--- config.mk ---
export PLATFORM = sky130hd
export DESIGN_NAME = decode_stage
export DESIGN_NICKNAME = d
export VERILOG_FILES = /design/src/rtl/decode_stage.sv
export SDC_FILE = /design/constraint.sdc
export NUM_CORES = 1
export LEC_CHECK = 0
export ABC_AREA = 1
export ABC_CLOCK_PERIOD_IN_PS = 9500
export BUFFER_PORTS_ARGS = -buffer_cell sky130_fd_sc_hd__buf_4
export CORE_MARGIN = 2
export CORE_UTILIZATION = 46
export DETAILED_ROUTE_END_ITERATION = 8
export PLACE_DENSITY = 0.7
export SYNTH_ARGS = -nofsm -noshare
export SYNTH_HDL_FRONTEND = slang
export SYNTH_SLANG_ARGS = --single-unit
--- constraint.sdc ---
create_clock -name clk -period 9.5 [get_ports clk]
set_clock_uncertainty 0.2 [all_clocks]
set_input_delay 0.475 -clock clk [delete_from_list [all_inputs] [get_ports clk]]
set_output_delay 0.475 -clock clk [all_outputs]
set_load 0.02 [all_outputs]
--- src/rtl/decode_stage.sv ---
// decode_stage: registered RV32 decode stage between fetch and the register file / ALU.
// Decodes each accepted instruction into register indices, instruction type, a sign-extended
// immediate and {opcode, funct3, funct7} control. The results go into a small output FIFO.
// Also provides flush, illegal-opcode flagging and a saturating illegal-instruction counter.
//
// Ports:
//   clk, rst          clock, synchronous active-high reset
//   flush             drop every buffered entry (and any push in the same cycle)
//   in_valid/in_ready input handshake; in_inst = instruction word, in_pc = its PC
//   out_valid/out_ready output handshake for the FIFO head entry
//   out_pc, out_imm   PC and sign-extended immediate of the head entry
//   out_rs1/rs2/rd    register indices (0 when the type does not use them)
//   out_rd_we         rd is written (R/I/U/UJ with rd != 0)
//   out_type          R=0 I=1 S=2 SB=3 UJ=4 U=5
//   out_control       {opcode, funct3, funct7}
//   out_illegal       opcode not recognised
//   illegal_count     illegal instructions accepted so far, saturating
module decode_stage #(
   parameter int unsigned XLEN  = 32,
   parameter int unsigned DEPTH = 2,
   parameter int unsigned CNT_W = 16
) (
   input  logic             clk,
   input  logic             rst,
   input  logic             flush,
   input  logic             in_valid,
   output logic             in_ready,
   input  logic [31:0]      in_inst,
   input  logic [XLEN-1:0]  in_pc,
   output logic             out_valid,
   input  logic             out_ready,
   output logic [XLEN-1:0]  out_pc,
   output logic [XLEN-1:0]  out_imm,
   output logic [4:0]       out_rs1,
   output logic [4:0]       out_rs2,
   output logic [4:0]       out_rd,
   output logic             out_rd_we,
   output logic [2:0]       out_type,
   output logic [16:0]      out_control,
   output logic             out_illegal,
   output logic [CNT_W-1:0] illegal_count
);

   localparam int unsigned PW = (DEPTH > 1) ? $clog2(DEPTH) : 1;
   localparam int unsigned CW = PW + 1;

   localparam logic [2:0] TypeR  = 3'd0;
   localparam logic [2:0] TypeI  = 3'd1;
   localparam logic [2:0] TypeS  = 3'd2;
   localparam logic [2:0] TypeSB = 3'd3;
   localparam logic [2:0] TypeUJ = 3'd4;
   localparam logic [2:0] TypeU  = 3'd5;

   localparam logic [6:0] OpLoad   = 7'b0000011;
   localparam logic [6:0] OpImm    = 7'b0010011;
   localparam logic [6:0] OpImm32  = 7'b0011011;
   localparam logic [6:0] OpJalr   = 7'b1100111;
   localparam logic [6:0] OpSystem = 7'b1110011;
   localparam logic [6:0] OpReg    = 7'b0110011;
   localparam logic [6:0] OpReg32  = 7'b0111011;
   localparam logic [6:0] OpStore  = 7'b0100011;
   localparam logic [6:0] OpBranch = 7'b1100011;
   localparam logic [6:0] OpJal    = 7'b1101111;
   localparam logic [6:0] OpLui    = 7'b0110111;
   localparam logic [6:0] OpAuipc  = 7'b0010111;

   typedef struct packed {
      logic [XLEN-1:0] pc;
      logic [XLEN-1:0] imm;
      logic [4:0]      rs1;
      logic [4:0]      rs2;
      logic [4:0]      rd;
      logic            rd_we;
      logic [2:0]      itype;
      logic [16:0]     control;
      logic            illegal;
   } entry_t;

   // ---------------------------------------------------------------- decode
   entry_t      dec;
   logic [6:0]  opcode;
   logic [2:0]  funct3;
   logic [6:0]  funct7;
   logic [2:0]  itype;
   logic        illegal;
   logic [31:0] imm32;
   logic        use_rd, use_rs1, use_rs2, keep_f3, keep_f7;

   always_comb begin
      opcode  = in_inst[6:0];
      funct3  = in_inst[14:12];
      funct7  = in_inst[31:25];
      itype   = TypeR;
      illegal = 1'b0;
      case (opcode)
         OpLoad, OpImm, OpImm32, OpJalr, OpSystem: itype = TypeI;
         OpReg, OpReg32:                           itype = TypeR;
         OpStore:                                  itype = TypeS;
         OpBranch:                                 itype = TypeSB;
         OpJal:                                    itype = TypeUJ;
         OpLui, OpAuipc:                           itype = TypeU;
         default:                                  illegal = 1'b1;
      endcase

      imm32   = '0;
      use_rd  = 1'b0;
      use_rs1 = 1'b0;
      use_rs2 = 1'b0;
      keep_f3 = 1'b0;
      keep_f7 = 1'b0;
      // Illegal entries keep every field at zero except the opcode.
      if (!illegal) begin
         case (itype)
            TypeR: begin
               use_rd  = 1'b1;
               use_rs1 = 1'b1;
               use_rs2 = 1'b1;
               keep_f3 = 1'b1;
               keep_f7 = 1'b1;
            end
            TypeI: begin
               use_rd  = 1'b1;
               use_rs1 = 1'b1;
               keep_f3 = 1'b1;
               // Immediate shifts carry funct7 in the upper immediate bits.
               keep_f7 = ((opcode == OpImm) || (opcode == OpImm32)) &&
                         ((funct3 == 3'b001) || (funct3 == 3'b101));
               imm32   = {{20{in_inst[31]}}, in_inst[31:20]};
            end
            TypeS: begin
               use_rs1 = 1'b1;
               use_rs2 = 1'b1;
               keep_f3 = 1'b1;
               imm32   = {{20{in_inst[31]}}, in_inst[31:25], in_inst[11:7]};
            end
            TypeSB: begin
               use_rs1 = 1'b1;
               use_rs2 = 1'b1;
               keep_f3 = 1'b1;
               imm32   = {{19{in_inst[31]}}, in_inst[31], in_inst[7], in_inst[30:25],
                          in_inst[11:8], 1'b0};
            end
            TypeUJ: begin
               use_rd = 1'b1;
               imm32  = {{11{in_inst[31]}}, in_inst[31], in_inst[19:12], in_inst[20],
                         in_inst[30:21], 1'b0};
            end
            TypeU: begin
               use_rd = 1'b1;
               imm32  = {in_inst[31:12], 12'b0};
            end
            default: ;
         endcase
      end

      dec         = '0;
      dec.pc      = in_pc;
      dec.imm     = XLEN'($signed(imm32));
      dec.rs1     = use_rs1 ? in_inst[19:15] : 5'd0;
      dec.rs2     = use_rs2 ? in_inst[24:20] : 5'd0;
      dec.rd      = use_rd ? in_inst[11:7] : 5'd0;
      dec.rd_we   = use_rd && (in_inst[11:7] != 5'd0);
      dec.itype   = itype;
      dec.control = {opcode, keep_f3 ? funct3 : 3'd0, keep_f7 ? funct7 : 7'd0};
      dec.illegal = illegal;
   end

   // ---------------------------------------------------------------- output FIFO
   entry_t           mem_q [DEPTH];
   entry_t           out_q, out_d;
   logic [PW-1:0]    wr_ptr_q, rd_ptr_q;
   logic [CW-1:0]    count_q;
   logic [CNT_W-1:0] illegal_count_q;
   logic             push, pop;

   assign in_ready  = ~rst & (count_q < CW'(DEPTH));
   assign out_valid = (count_q != '0);
   assign push      = in_valid & in_ready & ~flush;
   assign pop       = out_valid & out_ready & ~flush;

   // out_q mirrors the entry that will be at the head after this edge, so the outputs come
   // straight from flops and simply hold their last values once the FIFO drains.
   always_comb begin
      out_d = out_q;
      if ((count_q - CW'(pop)) != '0) begin
         out_d = mem_q[rd_ptr_q + PW'(pop)];
      end else if (push) begin
         out_d = dec;
      end
   end

   always_ff @(posedge clk) begin
      if (push) begin
         mem_q[wr_ptr_q] <= dec;
      end
   end

   always_ff @(posedge clk) begin
      if (rst) begin
         wr_ptr_q        <= '0;
         rd_ptr_q        <= '0;
         count_q         <= '0;
         illegal_count_q <= '0;
         out_q           <= '0;
      end else if (flush) begin
         wr_ptr_q <= '0;
         rd_ptr_q <= '0;
         count_q  <= '0;
      end else begin
         if (push) begin
            wr_ptr_q <= wr_ptr_q + PW'(1);
         end
         if (pop) begin
            rd_ptr_q <= rd_ptr_q + PW'(1);
         end
         count_q <= count_q + CW'(push) - CW'(pop);
         if (push && dec.illegal && (illegal_count_q != '1)) begin
            illegal_count_q <= illegal_count_q + CNT_W'(1);
         end
         out_q <= out_d;
      end
   end

   assign out_pc        = out_q.pc;
   assign out_imm       = out_q.imm;
   assign out_rs1       = out_q.rs1;
   assign out_rs2       = out_q.rs2;
   assign out_rd        = out_q.rd;
   assign out_rd_we     = out_q.rd_we;
   assign out_type      = out_q.itype;
   assign out_control   = out_q.control;
   assign out_illegal   = out_q.illegal;
   assign illegal_count = illegal_count_q;

endmodule

==> summary.md <==
| Metric | Value |
|---|---|
| CORE AREA | `between 20,000 and 30,000 um^2` |
| CTS tree | `done` |
| RSZ-0062 raised after global routing | `no` |
| Num CTS Buffers | `36` |
| WL per Instance | `19.1 um` |
| Final Util | `approximately 58%` |
| Switching pwr | `between 0.0007 and 0.0008 W` |
| Max-cap violations | `0` |
| Layout cells sized above 1 | `20.0%` |
| Internal power | `0.00249 W` |
| R2R Path End | `out_imm[1]$_SDFFE_PP0P_` |
| Clock transition at the registers of the reported paths | `approximately 0.06 ns` |
| DRC | `0` |
| H-tree depth | `2` |
| DP HPWL | `22.6 mm` |
| Largest net degree at the start of global routing | `103` |
| Vias per inst | `5.58` |
| IO Pins | `188` |
| Clk_lat worst skew | `0.52 ns` |
| Clk pwr share | `between 40% and 50%` |
| Logic pwr share | `8.2%` |
| DRT iter0 DRCs | `869` |
| Setup TNS | `0 ns` |
| Main area contributors after synthesis | `edfxtp_1, dfxtp_1, o21ai_0` |
| Initial Utilization | `between 40 and 50%` |
| Reg2reg start | `count_q[1]$_SDFF_PP0_` |
| Run status | `finished, final reports clean` |
| Antenna Nets Post-Route | `0` |
| Mapped Area | `~14,000 um^2` |
| # fillers | `2,565` |
| Worst reg-to-reg setup slack | `between 6 and 7 ns` |
| Endpoints failing setup | `0` |
| Sequential-to-total area share from yosys stat | `61.2%` |
| Synth warn | `0` |
| Worst slew pin tran | `approximately 1.0 ns` |
| Final period util | `37.5%` |
| Chip width | `about 180 um` |
| Slew Viols, Final | `0` |
| Synth unique cells | `44` |
| Syn-to-layout area delta | `23.0%` |
| PD cells | `about 190 nW/um^2` |
| Grt total ovfl | `0` |
| Top-area cell type share of the netlist area | `between 40% and 50%` |
| Syn_nets | `between 1,000 and 1,500` |
| Post-synth top area cell | `edfxtp_1` |
| Critical Path Start Type | `input pin` |
| Initial antenna violation count | `1` |
| F_max | `281 MHz` |
| GPL Wtd Cong | `0.882` |
| Worst-path fanout max | `55` |
| Vias | `approximately 11,000` |
| Setup crit end | `mem_q[0][42]$_DFFE_PP_` |
| Die H | `approximately 180 um` |
| Total Wirelength | `around 38 mm` |
| GR Util All Layers | `23.6%` |
| Nets | `1,640` |
| Critical path class | `in2reg` |
| Die area | `31,600 um^2` |
| Post-Syn Area per Cell | `10.0 um^2` |
| Slew HR | `between 30% and 40%` |
| R2R cell count | `9` |
| Fin. Hold Viols | `0` |
| Sequential Power Share | `between 40% and 50%` |
| # rows | `63` |
| Critical path data arrival time | `3.71 ns` |
| Critical path origin | `in_inst[4]` |
| Post-CTS sizing | `0` |
| Mapped Cells | `1,385` |
| Final min period | `3.56 ns` |
| Global-route wire length before repair | `58.5 mm` |
| CTS Root Cell | `clkbuf_16` |
| Vias in the first global route | `10,600` |
| Peak VDD IR | `roughly 0.12 mV` |
| Clk sink count | `323` |
| FF+latch count, synth | `approximately 320` |
| CTS Buffer Depth | `3` |
| Critical path endpoint category | `register` |
| Drt pass-1 iters | `5` |
| Port bufs | `approximately 190` |
| CP required | `just under 10 ns` |
| Hold path start | `rst` |
| Cell leakage power | `6.76 nW` |
| Hold Crit Class | `in2reg` |
| Switching share of total power | `a little under a quarter` |
## cells in the final DEF, fill, tap and decap left out, types with 24 or more instances in the layout
| cell type | instances |
|---|---|
| edfxtp_1 | 202 |
| o21ai_0 | 244 |
| nand2_1 | 110 |
| a31oi_1 | 25 |
| a21oi_1 | 130 |
| nor2_1 | 86 |
| dfxtp_1 | 121 |
| inv_1 | 120 |
| dlygate4sd3_1 | 39 |
| nand4_1 | 43 |
| nor2_2 | 24 |
| nand3_1 | 42 |
| buf_4 | 199 |
| clkbuf_16 | 37 |
| o21bai_1 | 62 |
## through the flow
stage | cell area (um^2) | power, W | setup slack (ns) | cells | hold WS [ns]
4_1_cts | 17100 | 0.00324 | 5.95 | 1985 | 0.0162
3_5_place_dp | 15500 | 0.00183 | 5.89 | 1880 | 0.287
3_3_place_gp | 15500 | 0.00183 | 5.97 | 1880 | 0.272
2_1_floorplan | 13900 | 0.00171 | 3.75 | 1385 | 0.284
5_1_grt | 17100 | 0.00332 | 5.70 | 1986 | 0.0325
6_report | 17100 | 0.00322 | 5.94 | 1986 | 0.0409
## how the worst min path moves through the flow
| stage | end | slack (ns) | cells after the start |
|---|---|---|---|
| 2_1_floorplan | count_q[1]$_SDFF_PP0_ | 0.28 | 2 |
| 3_3_place_gp | illegal_count[15]$_SDFFE_PP0P_ | 0.27 | 2 |
| 3_5_place_dp | illegal_count[15]$_SDFFE_PP0P_ | 0.29 | 2 |
| 4_1_cts | illegal_count[7]$_SDFFE_PP0P_ | 0.02 | 2 |
| 5_1_grt | illegal_count[9]$_SDFFE_PP0P_ | 0.03 | 2 |
| 6_report | illegal_count[7]$_SDFFE_PP0P_ | 0.04 | 2 |
## power by group through the flow
stage / logic, W / registers (W) / clock network, W
after floorplan: 0.0000990 / 0.00161 / 0
after global placement: 0.000243 / 0.00158 / 0
after detailed placement: 0.000248 / 0.00158 / 0
after CTS: 0.000263 / 0.00155 / 0.00143
after global routing: 0.000284 / 0.00156 / 0.00148
final: 0.000263 / 0.00155 / 0.00141
## cells in the mapped netlist, drive strengths merged
master / count
ha: 4
nand3: 46
nor2: 116
o21bai: 62
dfxtp: 121
a31oi: 25
inv: 134
o211ai: 9
o31ai: 1
o221ai: 1
buf: 33
nand2: 123
nor4: 1
nor3: 7
nand4: 45
o21ai: 249
xnor2: 4
clkbuf: 61
a21oi: 130
edfxtp: 202
xor2: 6
or2: 5
## flip-flops by register name, summed over array words and instances (netlist names)
signal,flops
count_q,2
illegal_count,16
mem_q,202
out_control,17
out_illegal,1
out_imm,32
out_pc,32
out_rd,5
out_rd_we,1
out_rs1,5
out_rs2,5
out_type,3
rd_ptr_q,1
wr_ptr_q,1
## logic make-up after synthesis
group	share of synthesized area, %
compound gates	18.8
simple gates	12.1
flops	61.2
buf+inv	6.81
xor+xnor	0.767
fa+ha+maj	0.361
## area by class of cell
type	count	area, um^2	share of cell area, %
timing repair buffer	238	1880	11.0
clock inverter	14	175	1.03
clock buffer	52	1020	5.99
multi-input combinational	834	4480	26.3
inverter	134	519	3.04
tap	390	488	2.86
antenna	1	2.50	0.0147
sequential	323	8490	49.8
## critical path, cell delays in order
cell           delay (ns)
dlygate4sd3_1        0.56
buf_4                0.17
inv_1                0.08
nand2_1              0.06
nor2_2               0.13
nand4_1              0.12
nand2_2              0.46
inv_2                0.21
ha_1                 0.33
or2_1                0.12
nand2_2              0.09
inv_4                0.40
nand2_1              0.28
nor2_1               0.19
## metal layers
metal / share of wire [%] / GRT usage [%] / up-vias
met1: 43 / 32.4 / 5317
met2: 47 / 37.6 / 450
li1: - / - / 5222
met5: 0 / 0 / -
met4: 3.6 / 9.46 / 0
met3: 7.0 / 3.83 / 95
## repair_timing
action                                 4_1_cts  5_1_grt
setup buffers                                0        0
endpoints found under the hold margin       78        0
hold buffers                                39        0
Power figures use the tool's default switching activity.
